File: config.mk
export PLATFORM = sky130hd
export DESIGN_NAME = product_inventory_flat
export DESIGN_NICKNAME = d
export VERILOG_FILES = /design/src/rtl/product_inventory_if.sv /design/src/rtl/product_inventory.sv /design/src/flat_wrapper.sv
export SDC_FILE = /design/constraint.sdc
export NUM_CORES = 1
export LEC_CHECK = 0
export CORE_ASPECT_RATIO = 0.7
export CORE_MARGIN = 3
export CORE_UTILIZATION = 45
export DETAILED_ROUTE_END_ITERATION = 16
export PLACE_DENSITY = 0.65
export SETUP_SLACK_MARGIN = 0.05
export SLEW_MARGIN = 20
export SYNTH_ARGS = -nofsm -noshare
export SYNTH_HDL_FRONTEND = slang
export SYNTH_SLANG_ARGS = --single-unit
export TNS_END_PERCENT = 50
File: constraint.sdc
create_clock -name clk -period 2.95 [get_ports clk]
set_input_delay 0.59 -clock clk [delete_from_list [all_inputs] [get_ports clk]]
set_output_delay 0.59 -clock clk [all_outputs]
set_load 0.05 [all_outputs]
File: src/rtl/product_inventory_if.sv
// Bus between the mode/keypad controller, the charge stage and the stock array.
// Carries slot selection, charge write-back data, buy handshake and scan results.
interface product_inventory_if #(
  parameter int unsigned SLOTS = 8,
  parameter int unsigned SEL_W = 3
);
  logic [1:0]       mode;
  logic [SEL_W-1:0] sel;
  logic [3:0]       supply_out;
  logic [3:0]       supply_in;
  logic             buy_req;
  logic             dispense;
  logic             sold_out;
  logic             scan_valid;
  logic [SEL_W-1:0] scan_idx;
  logic             scan_empty;
  logic             scan_done;
  logic [SLOTS-1:0] empty_mask;

  modport master (
    output mode, sel, supply_in, buy_req,
    input  supply_out, dispense, sold_out, scan_valid, scan_idx,
           scan_empty, scan_done, empty_mask
  );

  modport slave (
    input  mode, sel, supply_in, buy_req,
    output supply_out, dispense, sold_out, scan_valid, scan_idx,
           scan_empty, scan_done, empty_mask
  );
endinterface

File: src/rtl/product_inventory.sv
// Vending-machine stock array: per-slot 4-bit counts, charge write-back,
// customer purchase with sold-out detection, and owner stock scan.
module product_inventory #(
  parameter int unsigned SLOTS      = 8,
  parameter int unsigned SEL_W      = 3,
  parameter logic [3:0]  INIT_STOCK = 4'd5
) (
  input  logic              clk,
  input  logic              rst,
  product_inventory_if.slave bus
);
  localparam int unsigned CNT_W = 4;
  localparam logic [1:0] MODE_BUY    = 2'b01;
  localparam logic [1:0] MODE_CHARGE = 2'b10;
  localparam logic [1:0] MODE_SCAN   = 2'b11;

  typedef enum logic [1:0] {IDLE, BUY_EVAL, BUY_RESP, SCAN} state_e;

  state_e                       state_q, state_d;
  logic [SLOTS-1:0][CNT_W-1:0]  stock_q, stock_d;
  logic [SLOTS-1:0]             mask_q, mask_d;
  logic [SEL_W-1:0]             buy_sel_q, buy_sel_d;
  logic [SEL_W-1:0]             wb_sel_q;
  logic                         wb_pend_q;
  logic                         dispense_q, dispense_d;
  logic                         sold_out_q, sold_out_d;
  logic                         scan_valid_q, scan_valid_d;
  logic                         scan_done_q, scan_done_d;
  logic [SEL_W-1:0]             scan_idx_q, scan_idx_d;

  // State register
  always_ff @(posedge clk or posedge rst) begin
    if (rst) state_q <= IDLE;
    else     state_q <= state_d;
  end

  // Next state, stock update and pulse outputs; charge write-back lands last
  always_comb begin
    state_d      = state_q;
    stock_d      = stock_q;
    buy_sel_d    = buy_sel_q;
    dispense_d   = 1'b0;
    sold_out_d   = 1'b0;
    scan_valid_d = 1'b0;
    scan_done_d  = 1'b0;
    scan_idx_d   = scan_idx_q;
    case (state_q)
      IDLE: begin
        if (bus.mode == MODE_BUY && bus.buy_req && !wb_pend_q) begin
          state_d   = BUY_EVAL;
          buy_sel_d = bus.sel;
        end else if (bus.mode == MODE_SCAN) begin
          state_d      = SCAN;
          scan_valid_d = 1'b1;
          scan_idx_d   = '0;
        end
      end
      BUY_EVAL: begin
        if (stock_q[buy_sel_q] != '0) begin
          stock_d[buy_sel_q] = stock_q[buy_sel_q] - CNT_W'(1);
          dispense_d         = 1'b1;
        end else begin
          sold_out_d = 1'b1;
        end
        state_d = BUY_RESP;
      end
      BUY_RESP: begin
        if (!bus.buy_req) state_d = IDLE;
      end
      SCAN: begin
        if (bus.mode != MODE_SCAN) begin
          state_d = IDLE;
        end else if (scan_idx_q == SEL_W'(SLOTS - 1)) begin
          scan_done_d = 1'b1;
          state_d     = IDLE;
        end else begin
          scan_valid_d = 1'b1;
          scan_idx_d   = scan_idx_q + SEL_W'(1);
        end
      end
      default: state_d = IDLE;
    endcase
    if (wb_pend_q) stock_d[wb_sel_q] = bus.supply_in;
  end

  always_comb begin
    mask_d = '0;
    for (int unsigned i = 0; i < SLOTS; i++) mask_d[i] = (stock_q[i] == '0);
  end

  always_ff @(posedge clk or posedge rst) begin
    if (rst) begin
      stock_q      <= {SLOTS{INIT_STOCK}};
      mask_q       <= {SLOTS{INIT_STOCK == 4'd0}};
      buy_sel_q    <= '0;
      wb_sel_q     <= '0;
      wb_pend_q    <= 1'b0;
      dispense_q   <= 1'b0;
      sold_out_q   <= 1'b0;
      scan_valid_q <= 1'b0;
      scan_done_q  <= 1'b0;
      scan_idx_q   <= '0;
    end else begin
      stock_q      <= stock_d;
      mask_q       <= mask_d;
      buy_sel_q    <= buy_sel_d;
      wb_sel_q     <= bus.sel;
      wb_pend_q    <= (bus.mode == MODE_CHARGE);
      dispense_q   <= dispense_d;
      sold_out_q   <= sold_out_d;
      scan_valid_q <= scan_valid_d;
      scan_done_q  <= scan_done_d;
      scan_idx_q   <= scan_idx_d;
    end
  end

  assign bus.supply_out = stock_q[bus.sel];
  assign bus.dispense   = dispense_q;
  assign bus.sold_out   = sold_out_q;
  assign bus.scan_valid = scan_valid_q;
  assign bus.scan_idx   = scan_idx_q;
  assign bus.scan_empty = scan_valid_q && (stock_q[scan_idx_q] == '0);
  assign bus.scan_done  = scan_done_q;
  assign bus.empty_mask = mask_q;
endmodule

File: src/flat_wrapper.sv
// flat-port wrapper written by rule: the top's interface ports become plain ports
module product_inventory_flat 
#(
  parameter int unsigned SLOTS      = 8,
  parameter int unsigned SEL_W      = 3,
  parameter logic [3:0]  INIT_STOCK = 4'd5
)
  (clk, rst, bus_mode, bus_sel, bus_supply_in, bus_buy_req, bus_supply_out, bus_dispense, bus_sold_out, bus_scan_valid, bus_scan_idx, bus_scan_empty, bus_scan_done, bus_empty_mask);
  product_inventory_if #(.SLOTS(SLOTS), .SEL_W(SEL_W)) bus_i ();
  input  logic clk;
  input  logic rst;
  input wire logic [$bits(bus_i.mode)-1:0] bus_mode;
  input wire logic [$bits(bus_i.sel)-1:0] bus_sel;
  input wire logic [$bits(bus_i.supply_in)-1:0] bus_supply_in;
  input wire logic [$bits(bus_i.buy_req)-1:0] bus_buy_req;
  output wire logic [$bits(bus_i.supply_out)-1:0] bus_supply_out;
  output wire logic [$bits(bus_i.dispense)-1:0] bus_dispense;
  output wire logic [$bits(bus_i.sold_out)-1:0] bus_sold_out;
  output wire logic [$bits(bus_i.scan_valid)-1:0] bus_scan_valid;
  output wire logic [$bits(bus_i.scan_idx)-1:0] bus_scan_idx;
  output wire logic [$bits(bus_i.scan_empty)-1:0] bus_scan_empty;
  output wire logic [$bits(bus_i.scan_done)-1:0] bus_scan_done;
  output wire logic [$bits(bus_i.empty_mask)-1:0] bus_empty_mask;
  assign bus_i.mode = bus_mode;
  assign bus_i.sel = bus_sel;
  assign bus_i.supply_in = bus_supply_in;
  assign bus_i.buy_req = bus_buy_req;
  assign bus_supply_out = bus_i.supply_out;
  assign bus_dispense = bus_i.dispense;
  assign bus_sold_out = bus_i.sold_out;
  assign bus_scan_valid = bus_i.scan_valid;
  assign bus_scan_idx = bus_i.scan_idx;
  assign bus_scan_empty = bus_i.scan_empty;
  assign bus_scan_done = bus_i.scan_done;
  assign bus_empty_mask = bus_i.empty_mask;
  product_inventory #(.SLOTS(SLOTS), .SEL_W(SEL_W), .INIT_STOCK(INIT_STOCK)) u_core (.clk(clk), .rst(rst), .bus(bus_i));
endmodule
---- Word level (Yosys, flattened, before mapping) ----
Index checks and enable logic that the tools add are counted.
word-level totals
  bits in registers ....................... 56
  bits of input ports ..................... 12
  output and inout port bits .............. 20
  word-level logic and storage cells ...... 100
operators by class
  add/subtract/negate cells ............... 2
  magnitude comparators ................... 6
  equal/unequal tests ..................... 15
  mux-type cells .......................... 38
  reduce and logical (&&, ||, !) cells .... 21
operators by type and width
  cell                 count
  $mux 32              3
  $bwmux 32            2
  $bmux 4 s3           3
  $logic_not 4->1      9
  $demux 4 s3          2
  $mux 4               5
  $lt 3x4->1 const B   4
  $mux 3               4
  $mux 1               11
  $mux 2               5
  $ne 2x2->1 const B   5
  $eq 2x2->1 const B   4
  $pmux 2 s4           1
  $ge 3x1->1 const B   2
  $ne 3x1->1 const B   2
  $pmux 3 s2           1
  $logic_and 1x1->1    5
  $reduce_and 5->1     1
  $eq 2x1->1 const B   2
  $reduce_bool 4->1    1
  $sub 4x1->4 const B  1
  $add 3x1->3 const B  1
  $eq 3x3->1 const B   1
  $reduce_and 3->1     1
  6 further kinds      6

---- Logic depth before layout (Yosys ltp) ----
  word-level depth ........................ 9
  depth in mapped cells ................... 10
  mapped depth without buffers ............ 7

---- Least setup slack after synthesis ----
OpenSTA, ideal clock, no wires.
  path kind ............................... flip-flop to flip-flop
  start ................................... register u_core.buy_sel_q[1]
  end ..................................... register u_core.stock_q[1] in the netlist's numbering
  library setup time ...................... 0.131 ns
  arrival time ............................ 2.529 ns
  data required time ...................... 2.819 ns
  setup slack ............................. 0.290 ns
  cell stages (with the launch flop) ...... 10
  path buffers ............................ 3
  period minus slack after synthesis ...... 2.660 ns
  cell sequence ........................... dfrtp_1 buf_6 mux4_1 mux2i_4 ha_1 clkbuf_1 clkbuf_1 a41o_2 mux2i_1 o21ai_1
RTL lines
  element                   RTL line                  source
  start: declaration        product_inventory.sv:22   logic [SEL_W-1:0] buy_sel_q, buy_sel_d;
  start signal: assignment  product_inventory.sv:106  buy_sel_q <= buy_sel_d;
  end signal: assignment    product_inventory.sv:93   stock_q <= {SLOTS{INIT_STOCK}};
  end signal: assignment    product_inventory.sv:104  stock_q <= stock_d;
  end: declaration          product_inventory.sv:20   logic [SLOTS-1:0][CNT_W-1:0] stock_q, stock_d;

---- Worst setup path after layout ----
  start ................................... input bus_sel[0]
  end ..................................... output bus_supply_out[3]
between the ends
  cells in the longest elaborated chain, start to end .. 2
RTL lines
  element                       RTL line                  source
  start: declaration            flat_wrapper.sv:13        input wire logic [$bits(bus_i.sel)-1:0] bus_sel;
  $bmux 4 s3                    product_inventory.sv:117  assign bus.supply_out = stock_q[bus.sel];
  $mux 4 (implied by the code)  product_inventory.sv:117
  end: declaration              flat_wrapper.sv:16        output wire logic [$bits(bus_i.supply_out)-1:0] bus_supply_out;
Every way passes these cells. The select of a mux whose other input is x is not followed.

==> impl_results.rst <==
.. list-table::
   :header-rows: 1

   * - Metric
     - Value
   * - Result of the run
     - complete, no violations
   * - # port buffers
     - 31
   * - Drc violations
     - 0
   * - Fill cell total of the finished layout
     - 623
   * - Number of pins with negative max-slew slack in the final report
     - 0
   * - Total nets after synthesis
     - between 300 and 400
   * - Worst skew pair latency
     - 320 ps
   * - Vias
     - roughly 2700
   * - Synth cell types
     - 46
   * - Setup TNS
     - 0 ps
   * - RSZ-0062 raised after global routing
     - false
   * - Total of max-cap violations
     - 0
   * - Met3 track demand over resource in global routing
     - ~5.8%
   * - Met1 Resource Use GR
     - 34.1%
   * - Detailed router's first-iteration violation count
     - between 200 and 250
   * - Placement-stage worst setup slack
     - a little under 100 ps
   * - NumNets Final
     - 357
   * - Crit path setup slack, layout
     - 105 ps
   * - Final weighted congestion in routability-driven placement
     - around 0.92
   * - Core Area
     - 6980 um^2
   * - Aggregate global-route resource usage
     - 22.2%
   * - GRT met2 Usage
     - 30.0%
   * - Final Cycle Share
     - between 90% and 100%
   * - Placed wire-length estimate after detailed placement
     - between 6 and 7 mm
   * - Largest net degree at the start of global routing
     - 25
   * - Power Density
     - approximately 1200 nW/um^2
   * - Clock sink total
     - between 50 and 60
   * - WP data arrival
     - around 2300 ps
   * - Cell area after technology mapping
     - between 3000 and 4000 um^2
   * - TritonRoute pass-1 iters
     - 5
   * - Ports
     - 32
   * - Share of synthesized flip-flops with an asynchronous set or reset
     - 100%
   * - Share of post-route cells with drive strength above 1
     - 21.3%
   * - Worst supply voltage drop on vdd
     - between 0.4 and 0.5 mV
   * - Count of antenna-violating nets left after detailed routing
     - 0
   * - Routed wirelength normalized by instance count
     - between 20 and 25 um
   * - Die Footprint
     - 8540 um^2
   * - #FFs+latches synth
     - 56
   * - Most utilized layer in the global route result
     - met1
   * - Post CTS Setup Buffer Count
     - 0
   * - Via count of the first global-routing pass
     - between 2000 and 3000
   * - Final non-filler cell area
     - ~3900 um^2
   * - Placed cell area
     - approximately 3800 um^2
   * - Count of H-tree levels built during CTS
     - 2
   * - Post-synth EDFFs
     - 0
   * - Clock-pin slew on the worst setup and hold paths
     - approximately 90 ps
   * - Ys flop type
     - dfrtp_1
   * - Layout area overhead
     - 15.0%
   * - Kind of start point of the critical path
     - primary input
   * - Worst Max-Slew Pin Slew
     - roughly 830 ps
   * - Setup skew after layout
     - approximately 9 ps
   * - Cell at the root of the clock tree
     - clkbuf_8
   * - Cells taking the most area after synthesis
     - dfrtp_1, dfstp_2, mux4_2, mux2i_1, mux2_2
   * - Height of the chip
     - 78.2 um
   * - Worst Setup End Kind
     - output port
   * - Reg2reg setup slack
     - ~260 ps
   * - Worst hold path class
     - primary input to async pin
   * - Number of warnings printed during yosys synthesis
     - 0
   * - Data required time of the worst path
     - ~2400 ps
   * - X dimension of the die
     - roughly 110 um
   * - Congestion Overflow GR
     - 0
   * - Aggregate routed wire length
     - 8.95 mm
   * - Share of the synthesized area in the top cell type
     - between 20 and 30%
   * - Resized Gates After CTS
     - 0
   * - Starting Density
     - between 40% and 50%
   * - Deepest clock path buffer count
     - 2
   * - Worst relative slew slack
     - between 40% and 50%
   * - CTS Hold Buffers Added
     - 0
   * - N_diodes
     - 0
   * - Area leader, netlist
     - dfrtp_1
   * - Worst hold slack
     - approximately 510 ps
   * - Mapped Cells
     - 306
   * - Vias per cell
     - just over 6
   * - Worst setup path class
     - primary input to output port
   * - Global-route wire length before repair
     - between 10 and 15 mm
   * - Peak Freq
     - between 300 and 400 MHz
   * - Final count of hold timing violations
     - 0
   * - Mean post-synth cell area
     - around 11 um^2
   * - Clock period minus worst slack
     - roughly 2800 ps
   * - Post-layout util
     - roughly 55%
   * - Antenna violations before repair
     - 0
   * - Row cnt
     - 25
   * - TritonCTS Buffers
     - 5
   * - Leak
     - between 1.5 and 2 nW
   * - CTS tree
     - built
   * - Post-synthesis sequential area ratio
     - between 40% and 50%
   * - Biggest fanout along the worst timing path
     - 10
   * - # setup viols final
     - 0
==> sequential cells by signal (all words and copies together) (netlist names) <==
register,count
u_core.bus.sold_out,1
u_core.state_q,2
u_core.wb_pend_q,1
u_core.bus.scan_idx,3
u_core.bus.scan_done,1
u_core.buy_sel_q,3
u_core.bus.scan_valid,1
u_core.bus.empty_mask,8
u_core.wb_sel_q,3
u_core.bus.dispense,1
u_core.stock_q,32
==> power breakdown <==
| group | total, W | leakage (nW) | internal, W | switching [W] |
|---|---|---|---|---|
| Clock | 0.000437 | 0.0455 | 0.000192 | 0.000244 |
| Sequential | 0.00162 | 0.675 | 0.00116 | 0.000461 |
| Combinational | 0.00257 | 0.885 | 0.00105 | 0.00152 |
==> metrics by stage <==
step | power [W] | cells
after floorplan | 0.00331 | 306
after global placement | 0.00406 | 424
after detailed placement | 0.00411 | 424
after CTS | 0.00455 | 432
after global routing | 0.00490 | 432
final | 0.00463 | 432
==> Yosys cell counts, drive strengths merged (2+ instances only) <==
| library cell | n |
|---|---|
| dfrtp | 40 |
| nand2 | 38 |
| mux2i | 24 |
| o21ai | 21 |
| dfstp | 16 |
| mux4 | 16 |
| nor2 | 15 |
| mux2 | 13 |
| buf | 11 |
| a21oi | 10 |
| nor2b | 10 |
| nand3 | 9 |
| o22ai | 9 |
| a31oi | 8 |
| ha | 8 |
| nor4 | 8 |
| clkbuf | 7 |
| and2 | 6 |
| inv | 6 |
| a41oi | 5 |
| a22oi | 4 |
| a41o | 3 |
| o21bai | 3 |
| a2bb2oi | 2 |
| nand2b | 2 |
| o31ai | 2 |
==> logic make-up (layout without fill, tap and decap cells) <==
group	after synthesis	in the layout	synth area share, %
compound gates	69	69	13.9
flops	56	56	42.4
xor+xnor	2	2	0.522
mux	53	53	22.9
buf+inv	24	56	3.77
fa+ha+maj	8	8	2.98
simple gates	94	94	13.6
==> area by class of cell <==
cell class	instances	area (um^2)	area share (%)
timing repair buffer	42	393	10.2
multi-input combinational	226	1810	47.0
inverter	6	22.5	0.584
tap	94	118	3.05
sequential	56	1420	36.8
clock buffer	8	90.1	2.33
==> final timing paths <==
check / start / to / cells past startpoint
worst max-delay path: bus_sel[0] / bus_supply_out[3] / 5
worst min-delay path: rst / u_core.bus.scan_idx[0]$_DFFE_PP0P_ / 2
worst max register to register: u_core.buy_sel_q[0]$_DFFE_PP0P_ / u_core.stock_q[8]$_DFF_PP1_ / 7
worst min register to register: u_core.stock_q[23]$_DFF_PP0_ / u_core.bus.empty_mask[5]$_DFF_PP0_ / 1
max in group asynchronous: rst / u_core.stock_q[22]$_DFF_PP1_ / 3
min in group clk: u_core.stock_q[23]$_DFF_PP0_ / u_core.bus.empty_mask[5]$_DFF_PP0_ / 1
==> cell usage in the layout, fill, tap and decap left out, drive strengths merged, types with 2 or more instances in the layout <==
cell,count
clkdlybuf4s50,26
nand2,38
ha,8
o21bai,3
mux2,13
a21oi,10
nor2b,10
a22oi,4
mux4,16
o22ai,9
and2,6
nor2,15
inv,6
mux2i,24
buf,16
dfstp,16
a41o,3
a41oi,5
nand3,9
nand2b,2
a31oi,8
nor4,8
o21ai,21
a2bb2oi,2
o31ai,2
dfrtp,40
clkbuf,8
==> worst max-delay path, stage by stage <==
cell and delay (ps):
clkdlybuf4s50_1 520, buf_12 150, mux4_2 490, mux2_2 300, buf_4 190
==> per-layer routing <==
| metal | vias up | part of all wire [%] |
|---|---|---|
| met5 | - | 0 |
| met4 | 0 | 2.2 |
| met3 | 26 | 10 |
| met2 | 155 | 42 |
| met1 | 1278 | 46 |
| li1 | 1206 | - |
No activity file was read; power rests on OpenSTA's default activity.
